**src/rtl/dummy_source_if.sv**
```systemverilog
// AXI4-Stream bundle between dummy_source and its downstream sink.
interface dummy_source_if #(
    parameter int unsigned DataWidth = 64
);
    logic                   tvalid;
    logic                   tready;
    logic [DataWidth-1:0]   tdata;
    logic [DataWidth/8-1:0] tstrb;
    logic                   tlast;

    modport master (output tvalid, output tdata, output tstrb, output tlast, input tready);
    modport slave  (input tvalid, input tdata, input tstrb, input tlast, output tready);
endinterface

```
**src/rtl/dummy_source.sv**
```systemverilog
// AXI4-Stream traffic generator: emits framed packets whose beats carry
// {packet index, beat index}, honouring backpressure and a graceful stop.
module dummy_source #(
    parameter int unsigned C_M00_AXIS_TDATA_WIDTH = 64,
    parameter int unsigned C_PKT_LEN_WIDTH        = 16,
    parameter int unsigned C_PKT_CNT_WIDTH        = 16
) (
    input  logic                       m00_axis_aclk,
    input  logic                       m00_axis_aresetn,
    input  logic                       start,
    input  logic                       stop,
    input  logic [C_PKT_LEN_WIDTH-1:0] pkt_len,
    input  logic [C_PKT_CNT_WIDTH-1:0] num_pkts,
    dummy_source_if.master             m00_axis,
    output logic                       busy,
    output logic                       done,
    output logic [C_PKT_CNT_WIDTH-1:0] pkts_sent
);

    localparam int unsigned HalfWidth = C_M00_AXIS_TDATA_WIDTH / 2;
    localparam int unsigned StrbWidth = C_M00_AXIS_TDATA_WIDTH / 8;
    localparam logic [C_PKT_LEN_WIDTH-1:0] LenOne = 1;
    localparam logic [C_PKT_CNT_WIDTH-1:0] CntOne = 1;

    typedef enum logic [1:0] {StIdle, StSend, StDone} state_e;

    state_e                      state_q, state_d;
    logic [C_PKT_LEN_WIDTH-1:0]  pkt_len_q, pkt_len_d;
    logic [C_PKT_CNT_WIDTH-1:0]  num_pkts_q, num_pkts_d;
    logic [C_PKT_LEN_WIDTH-1:0]  beat_idx_q, beat_idx_d;
    logic [C_PKT_CNT_WIDTH-1:0]  pkt_idx_q, pkt_idx_d;
    logic                        done_q, done_d;
    logic                        stop_pend_q, stop_pend_d;
    logic                        tvalid_q, tlast_q, busy_q;
    logic [C_M00_AXIS_TDATA_WIDTH-1:0] tdata_q;

    logic                 hs;
    logic                 send_d;
    logic                 last_d;
    logic [HalfWidth-1:0] pkt_field;
    logic [HalfWidth-1:0] beat_field;

    assign hs = tvalid_q & m00_axis.tready;

    always_comb begin
        state_d     = state_q;
        pkt_len_d   = pkt_len_q;
        num_pkts_d  = num_pkts_q;
        beat_idx_d  = beat_idx_q;
        pkt_idx_d   = pkt_idx_q;
        done_d      = done_q;
        stop_pend_d = stop_pend_q;
        unique case (state_q)
            StIdle: begin
                stop_pend_d = 1'b0;
                if (start) begin
                    pkt_len_d  = (pkt_len == '0) ? LenOne : pkt_len;
                    num_pkts_d = num_pkts;
                    beat_idx_d = '0;
                    pkt_idx_d  = '0;
                    done_d     = 1'b0;
                    state_d    = StSend;
                end
            end
            StSend: begin
                if (stop) begin
                    stop_pend_d = 1'b1;
                end
                if (hs) begin
                    // tlast_q already encodes "current beat is the packet's last"
                    if (tlast_q) begin
                        beat_idx_d = '0;
                        pkt_idx_d  = pkt_idx_q + CntOne;
                        if ((num_pkts_q != '0 && pkt_idx_d == num_pkts_q) || stop_pend_q || stop) begin
                            state_d     = StDone;
                            done_d      = 1'b1;
                            stop_pend_d = 1'b0;
                        end
                    end else begin
                        beat_idx_d = beat_idx_q + LenOne;
                    end
                end
            end
            StDone: begin
                state_d = StIdle;
            end
            default: begin
                state_d = StIdle;
            end
        endcase
    end

    assign send_d = (state_d == StSend);
    assign last_d = send_d && (beat_idx_d == pkt_len_d - LenOne);

    // Fit each index into its half of tdata: zero-extend if narrower, truncate if wider.
    if (C_PKT_CNT_WIDTH >= HalfWidth) begin : g_pkt_trunc
        assign pkt_field = pkt_idx_d[HalfWidth-1:0];
    end else begin : g_pkt_ext
        assign pkt_field = {{(HalfWidth - C_PKT_CNT_WIDTH){1'b0}}, pkt_idx_d};
    end

    if (C_PKT_LEN_WIDTH >= HalfWidth) begin : g_beat_trunc
        assign beat_field = beat_idx_d[HalfWidth-1:0];
    end else begin : g_beat_ext
        assign beat_field = {{(HalfWidth - C_PKT_LEN_WIDTH){1'b0}}, beat_idx_d};
    end

    always_ff @(posedge m00_axis_aclk) begin
        if (!m00_axis_aresetn) begin
            state_q     <= StIdle;
            pkt_len_q   <= '0;
            num_pkts_q  <= '0;
            beat_idx_q  <= '0;
            pkt_idx_q   <= '0;
            done_q      <= 1'b0;
            stop_pend_q <= 1'b0;
            tvalid_q    <= 1'b0;
            tdata_q     <= '0;
            tlast_q     <= 1'b0;
            busy_q      <= 1'b0;
        end else begin
            state_q     <= state_d;
            pkt_len_q   <= pkt_len_d;
            num_pkts_q  <= num_pkts_d;
            beat_idx_q  <= beat_idx_d;
            pkt_idx_q   <= pkt_idx_d;
            done_q      <= done_d;
            stop_pend_q <= stop_pend_d;
            tvalid_q    <= send_d;
            tdata_q     <= send_d ? {pkt_field, beat_field} : '0;
            tlast_q     <= last_d;
            busy_q      <= send_d;
        end
    end

    assign m00_axis.tvalid = tvalid_q;
    assign m00_axis.tdata  = tdata_q;
    assign m00_axis.tstrb  = {StrbWidth{tvalid_q}};
    assign m00_axis.tlast  = tlast_q;
    assign busy            = busy_q;
    assign done            = done_q;
    assign pkts_sent       = pkt_idx_q;

endmodule

```
**src/flat_wrapper.sv**
```systemverilog
// flat-port wrapper written by rule: the top's interface ports become plain ports
module dummy_source_flat 
#(
    parameter int unsigned C_M00_AXIS_TDATA_WIDTH = 64,
    parameter int unsigned C_PKT_LEN_WIDTH        = 16,
    parameter int unsigned C_PKT_CNT_WIDTH        = 16
)
  (m00_axis_aclk, m00_axis_aresetn, start, stop, pkt_len, num_pkts, busy, done, pkts_sent, m00_axis_tvalid, m00_axis_tdata, m00_axis_tstrb, m00_axis_tlast, m00_axis_tready);
  dummy_source_if #(.DataWidth((64))) m00_axis_i ();
  input  logic m00_axis_aclk;
  input  logic m00_axis_aresetn;
  input  logic start;
  input  logic stop;
  input  logic [C_PKT_LEN_WIDTH-1:0] pkt_len;
  input  logic [C_PKT_CNT_WIDTH-1:0] num_pkts;
  output logic busy;
  output logic done;
  output logic [C_PKT_CNT_WIDTH-1:0] pkts_sent;
  output wire logic [$bits(m00_axis_i.tvalid)-1:0] m00_axis_tvalid;
  output wire logic [$bits(m00_axis_i.tdata)-1:0] m00_axis_tdata;
  output wire logic [$bits(m00_axis_i.tstrb)-1:0] m00_axis_tstrb;
  output wire logic [$bits(m00_axis_i.tlast)-1:0] m00_axis_tlast;
  input wire logic [$bits(m00_axis_i.tready)-1:0] m00_axis_tready;
  assign m00_axis_tvalid = m00_axis_i.tvalid;
  assign m00_axis_tdata = m00_axis_i.tdata;
  assign m00_axis_tstrb = m00_axis_i.tstrb;
  assign m00_axis_tlast = m00_axis_i.tlast;
  assign m00_axis_i.tready = m00_axis_tready;
  dummy_source #(.C_M00_AXIS_TDATA_WIDTH(C_M00_AXIS_TDATA_WIDTH), .C_PKT_LEN_WIDTH(C_PKT_LEN_WIDTH), .C_PKT_CNT_WIDTH(C_PKT_CNT_WIDTH)) u_core (.m00_axis_aclk(m00_axis_aclk), .m00_axis_aresetn(m00_axis_aresetn), .start(start), .stop(stop), .pkt_len(pkt_len), .num_pkts(num_pkts), .m00_axis(m00_axis_i), .busy(busy), .done(done), .pkts_sent(pkts_sent));
endmodule
```
**config.mk**
```make
export PLATFORM = sky130hd
export DESIGN_NAME = dummy_source_flat
export DESIGN_NICKNAME = d
export VERILOG_FILES = /design/src/rtl/dummy_source_if.sv /design/src/rtl/dummy_source.sv /design/src/flat_wrapper.sv
export SDC_FILE = /design/constraint.sdc
export NUM_CORES = 1
export LEC_CHECK = 0
export BUFFER_PORTS_ARGS = -buffer_cell sky130_fd_sc_hd__buf_4
export CAP_MARGIN = 20
export CORE_MARGIN = 10
export CORE_UTILIZATION = 54
export CTS_CLUSTER_SIZE = 14
export DETAILED_ROUTE_END_ITERATION = 7
export GPL_ROUTABILITY_DRIVEN = 0
export MAX_ROUTING_LAYER = met4
export PLACE_DENSITY = 0.87
export SLEW_MARGIN = 10
export SYNTH_ARGS = -nofsm -noshare
export SYNTH_HDL_FRONTEND = slang
export SYNTH_SLANG_ARGS = --single-unit
```
**constraint.sdc**
```tcl
create_clock -name m00_axis_aclk -period 3.9 [get_ports m00_axis_aclk]
set_clock_uncertainty 0.2 [all_clocks]
set_input_delay 0.39 -clock m00_axis_aclk [delete_from_list [all_inputs] [get_ports m00_axis_aclk]]
set_output_delay 0.39 -clock m00_axis_aclk [all_outputs]
set_load 0.03 [all_outputs]
```
* Word-level counts from Yosys, hierarchy flattened
Cells that the tools add are included.
** Storage, ports and cells
- Bits in registers :: 134
- Input port bits :: 37
** Operators by class
- Add/subtract/negate cells :: 3
- Equal/unequal tests :: 8
- Multiplexer cells :: 26
- Bitwise gates (word level) :: 1
- Reduce and logical (&&, ||, !) cells :: 11
** Operator list (number)
- 16-bit two-way mux :: 9
- 16-bit case mux with 2 select lines :: 2
- 16-bit by 1-bit adder with 16-bit output (second input constant) :: 2
- 16-bit equality test :: 2
- 16-bit logical NOT :: 1
- 16-bit nonzero test :: 1
- 16-bit by 1-bit subtractor with 16-bit output (second input constant) :: 1
- 1-bit two-way mux :: 8
- 2-bit two-way mux :: 4
- 2-bit by 1-bit != test with 1-bit output (second input constant) :: 3
- 5-bit AND reduction :: 1
- 2-bit by 1-bit equality test with 1-bit output (second input constant) :: 2
- 1-bit case mux with 2 select lines :: 2
- 2-bit case mux with 2 select lines :: 1
- 2-bit AND reduction :: 2
- 1-bit logical AND :: 2
- 2-bit logical NOT :: 1
- 1-bit logical OR :: 2
- 2-bit != test (second input constant) :: 1
- 2-bit nonzero test :: 1
- 1-bit bitwise AND :: 1

* Logic depth before layout (Yosys ltp)
- Depth in word-level cells :: 11
- Gate-level depth with buffers :: 16
- Mapped depth without buffers :: 13

* Worst setup path after synthesis
Ideal clock, no wire load.
- Kind :: register to register
- From :: reg u_core.state_q[0]
- To :: reg u_core.tlast_q, in the netlist u_core.m00_axis.tlast
- Arrival time :: 3.180 ns
- Data required time :: 3.608 ns
- Path slack :: 0.428 ns
- Cell stages (with the launch flop) :: 16
- Path buffers :: 4
- Period minus slack after synthesis :: 3.472 ns
- Path through :: dfxtp_1 -> buf_4 -> or3b_1 -> buf_6 -> clkbuf_1 -> buf_1 -> mux2i_1 -> ha_1 -> nor2b_1 -> nand4_1 -> a22oi_1 -> xnor2_1 -> xnor2_1 -> nor4_1 -> nand4_1 -> nor4_1
** On the way
- Longest elaborated chain between the ends :: 6
- Elaborated cells between the ends (all ways) :: 13
** RTL lines
- start: declaration :: RTL line dummy_source.sv:27 : state_e state_q, state_d;
- start signal: assignment :: RTL line dummy_source.sv:111 : state_q <= StIdle;
- start signal: assignment :: RTL line dummy_source.sv:123 : state_q <= state_d;
- branches (longest 5 deep; another with 16-bit by 1-bit subtractor with 16-bit output)
- 1-bit logical AND * :: RTL line dummy_source.sv:94 : assign last_d = send_d && (beat_idx_d == pkt_len_d - LenOne);
- end signal: assignment :: RTL line dummy_source.sv:132 : tlast_q <= last_d;
- end: declaration :: RTL line dummy_source.sv:34 : logic tvalid_q, tlast_q, busy_q;
Every way passes the cells marked *.
A chain may end at the register's enable or synchronous reset.

* Worst setup path in the final report
- From :: reg u_core.pkt_idx_q[0], in the netlist u_core.pkts_sent[0]
- To :: reg u_core.tdata_q[2], in the netlist u_core.m00_axis.tdata[2]
** On the way
- Longest elaborated chain between the ends :: 11
** RTL lines
- start: declaration :: RTL line dummy_source.sv:31 : logic [C_PKT_CNT_WIDTH-1:0] pkt_idx_q, pkt_idx_d;
- start signal: assignment :: RTL line dummy_source.sv:127 : pkt_idx_q <= pkt_idx_d;
- 16-bit by 1-bit adder with 16-bit output :: RTL line dummy_source.sv:73 : pkt_idx_d = pkt_idx_q + CntOne;
- 16-bit equality test :: RTL line dummy_source.sv:74 : if ((num_pkts_q != '0 && pkt_idx_d == num_pkts_q) || stop_pend_q || stop) begin
- 1-bit logical AND :: RTL line dummy_source.sv:74
- 1-bit logical OR (2 in series) :: RTL line dummy_source.sv:74
- 2-bit two-way mux :: RTL line dummy_source.sv:74
- 2-bit two-way mux :: RTL line dummy_source.sv:71 : if (tlast_q) begin
- 2-bit two-way mux :: RTL line dummy_source.sv:69 : if (hs) begin
- 2-bit case mux with 2 select lines :: RTL line dummy_source.sv:53 : unique case (state_q)
- 2-bit by 1-bit equality test with 1-bit output :: RTL line dummy_source.sv:93 : assign send_d = (state_d == StSend);
- 2-bit AND reduction (no line)
- end signal: assignment :: RTL line dummy_source.sv:131 : tdata_q <= send_d ? {pkt_field, beat_field} : '0;
- end: declaration :: RTL line dummy_source.sv:35 : logic [C_M00_AXIS_TDATA_WIDTH-1:0] tdata_q;
Every way passes these cells.

==> flow_metrics.tcl <==
set metrics [dict create \
    outcome "finished clean" \
    syn_area_per_cell_sq_um 8.23 \
    die_y_um 121 \
    postSynthCellCount 675 \
    worst_margin_slew_ps 858 \
    worst_setup_hold_path_clk_slew_ps 90 \
    ys_seq_elements 102 \
    num_vias 5009 \
    dieWidth_um 121 \
    timing.final.max_slew_violations 0 \
    num-nets-final 792 \
    grt_start_max_net_pins 70 \
    drive_above_1_share 0.175 \
    cts.sinks 102 \
    timing.critical_path.required_ps 3930 \
    cts_setup_buffers 0 \
    ir_worst_vdd_mv 0.188 \
    fin_tns_setup_ps 0 \
    wl_met2_mm 6.57 \
    cts_hold_repair.buffers 0 \
    max_cap_violations 0 \
    core_area_sq_mm 0.00991 \
    max-clock-path-buffers 2 \
    drt-pass1-iter-count 5 \
    final_hold_viol_count 0 \
    peak_freq_ghz 0.285 \
    grt_pass1_wl_mm 23.8 \
    io_pins 129 \
    mappedNetlistArea_sq_mm 0.00556 \
    finalCritPeriodShare 0.899 \
    sequential_share_of_the_synthesized_area 0.368 \
    globalRouteOverflowTotal 0 \
    site_rows 36 \
    post_drt_via_cell_ratio 5.64 \
    tritoncts_clock_tree "done" \
    rsz0062_at_grt "no" \
    crit_type "flip-flop to flip-flop" \
    drt-total-wl_mm 14.5 \
    yosys-top-cells-area "sky130_fd_sc_hd__dfxtp_1 (37%), sky130_fd_sc_hd__nor2b_1 (6.0%), sky130_fd_sc_hd__buf_4 (5.8%)" \
    syn2layout_area_growth_pct 14.7 \
    async_reset_ff_frac 0 \
    drt_iter0_drc 373 \
    final_common_cell "sky130_fd_sc_hd__buf_4" \
    ys.warnings.count 0 \
    critPathLaunchType "flip-flop" \
    root_buffer "sky130_fd_sc_hd__clkbuf_8" \
    insertedDiodeCount 0 \
    cts-buffers-inserted 9 \
    final_core_utilization 0.643 \
    p_leak_uw 0.00266 \
    path_max_fanout 26 \
    power.density_mw_per_mm2 364 \
    ant_nets 0 \
    dominantRegCellSynth "sky130_fd_sc_hd__dfxtp_1" \
    number_of_distinct_standard_cells_referenced_by_the_synthesized_netlist 64 \
    first_global_vias 4786 \
    fp.dieArea_sq_mm 0.0147 \
    drt_drc_violations_left 0 \
    initial_core_util 0.561 \
    post-synth-top-area-cell "sky130_fd_sc_hd__dfxtp_1" \
    finalSetupViolCount 0 \
    numPortBuffers 96 \
    met3_length_mm 1.41 \
    route.top_layer_used "met4" \
    synth_largest_type_area_fraction 0.368 \
    hold_path_class "primary input to flip-flop" \
    slew_headroom 0.426 \
    clock_latency_ps 370 \
    grt.total_usage 0.201 \
    dpl.hpwl_mm 11.2 \
    wl_met1_mm 6.19 \
    worst_setup_path_end_kind "flip-flop" \
    synth_enable_flop_cells 0 \
    cts.repair.resized 0 \
    final.min_clock_period_ps 3510 \
    initial_antenna_violation_count 0 \
    avgRoutedWirePerCell_um 16.4 \
    h-tree-depth 3 \
    timing.critical_path.arrival_ps 3540 \
    final_cell_mix "sky130_fd_sc_hd__buf_4 (106), sky130_fd_sc_hd__dfxtp_1 (102), sky130_fd_sc_hd__nand2_1 (83)" \
]
## path summary, 6_finish.rpt
check / startpoint / to / slack (ps) / cells after the start
hold reg to reg: u_core.num_pkts_q[15]$_SDFFE_PN0P_ / u_core.num_pkts_q[15]$_SDFFE_PN0P_ / 310 / 2
setup reg to reg: u_core.pkts_sent[0]$_SDFF_PN0_ / u_core.m00_axis.tdata[2]$_SDFF_PN0_ / 390 / 9
setup / recovery: u_core.pkts_sent[0]$_SDFF_PN0_ / u_core.m00_axis.tdata[2]$_SDFF_PN0_ / 390 / 9
hold / removal: num_pkts[2] / u_core.num_pkts_q[2]$_SDFFE_PN0P_ / 80 / 3
## cell usage after synthesis, drive strengths merged, types with 2 or more instances
| cell type | n |
|---|---|
| o22ai | 4 |
| and3 | 17 |
| nand2b | 3 |
| mux2i | 18 |
| nor3 | 21 |
| a22oi | 7 |
| xnor2 | 30 |
| a21boi | 20 |
| dfxtp | 102 |
| ha | 3 |
| a211oi | 6 |
| a221oi | 3 |
| buf | 53 |
| and2 | 9 |
| nand4 | 12 |
| nand3 | 22 |
| nor3b | 3 |
| and4b | 2 |
| nand2 | 83 |
| o211a | 2 |
| xor2 | 11 |
| nor4 | 15 |
| nor2 | 63 |
| or3 | 3 |
| nand3b | 2 |
| a21o | 2 |
| and4 | 6 |
| a21oi | 23 |
| nor2b | 53 |
| mux2 | 2 |
| nand4b | 3 |
| a31oi | 10 |
| inv | 5 |
| clkbuf | 18 |
| o311ai | 2 |
| o21ai | 19 |
| o31a | 2 |
## worst max-delay path, stage by stage (launching register included)
cell	delay (ps)
sky130_fd_sc_hd__dfxtp_1	550
sky130_fd_sc_hd__and3_1	390
sky130_fd_sc_hd__nand4_2	190
sky130_fd_sc_hd__a21boi_0	180
sky130_fd_sc_hd__or4_1	530
sky130_fd_sc_hd__nor4_2	410
sky130_fd_sc_hd__a21oi_1	210
sky130_fd_sc_hd__nor2_4	260
sky130_fd_sc_hd__buf_4	330
sky130_fd_sc_hd__nor2_1	100
## state kept, by name (all words and copies together) (netlist names)
name and count:
u_core.beat_idx_q 16, u_core.done 1, u_core.m00_axis.tdata 32, u_core.m00_axis.tlast 1
u_core.m00_axis.tvalid 1, u_core.num_pkts_q 16, u_core.pkt_len_q 16, u_core.pkts_sent 16
u_core.state_q 2, u_core.stop_pend_q 1
## per-stage QoR
stage | std cells | hold WS, ps | worst slack (ps) | cell area (sq um) | total power (uW)
floorplan | 706 | 266 | 428 | 5670 | 1530
global placement | 874 | 282 | 599 | 6160 | 1600
detailed placement | 874 | 287 | 419 | 6160 | 1620
CTS | 888 | 75.4 | 466 | 6370 | 2320
global route | 888 | 97.1 | 197 | 6370 | 2430
finish | 888 | 80.5 | 392 | 6370 | 2320
## layout make-up
| cell class | instances | area [sq um] |
|---|---|---|
| Multi-Input combinational cell | 528 | 3140 |
| Fill cell | 838 | 3540 |
| Inverter | 5 | 18.8 |
| Timing Repair Buffer | 106 | 796 |
| Clock inverter | 4 | 72.6 |
| Clock buffer | 10 | 138 |
| Tap cell | 133 | 166 |
| Sequential cell | 102 | 2040 |
## logic make-up (layout without fill, tap and decap cells)
| kind of cell | after synthesis | count (layout) | synth area share |
|---|---|---|---|
| AND/OR/NAND/NOR | 322 | 322 | 0.300 |
| AO/OA/AOI/OAI | 109 | 109 | 0.131 |
| flip-flops | 102 | 102 | 0.368 |
| buffers and inverters | 76 | 125 | 0.0881 |
| XOR/XNOR | 42 | 42 | 0.0689 |
| multiplexers | 20 | 20 | 0.0372 |
| adder cells (fa/ha/maj) | 3 | 3 | 0.00676 |
| other | 1 | 32 | 0.000675 |
## report_power, final
group,total (uW),switching (uW),internal (uW)
clock,714,343,371
combinational,501,311,190
sequential,1100,32.6,1070
## routing by layer
layer | global-route usage | vias up
met5 | - | -
met4 | 0.0775 | 0
met3 | 0.0433 | 34
met2 | 0.304 | 254
met1 | 0.256 | 2293
li1 | - | 2428
No activity file was read; power rests on OpenSTA's default activity.
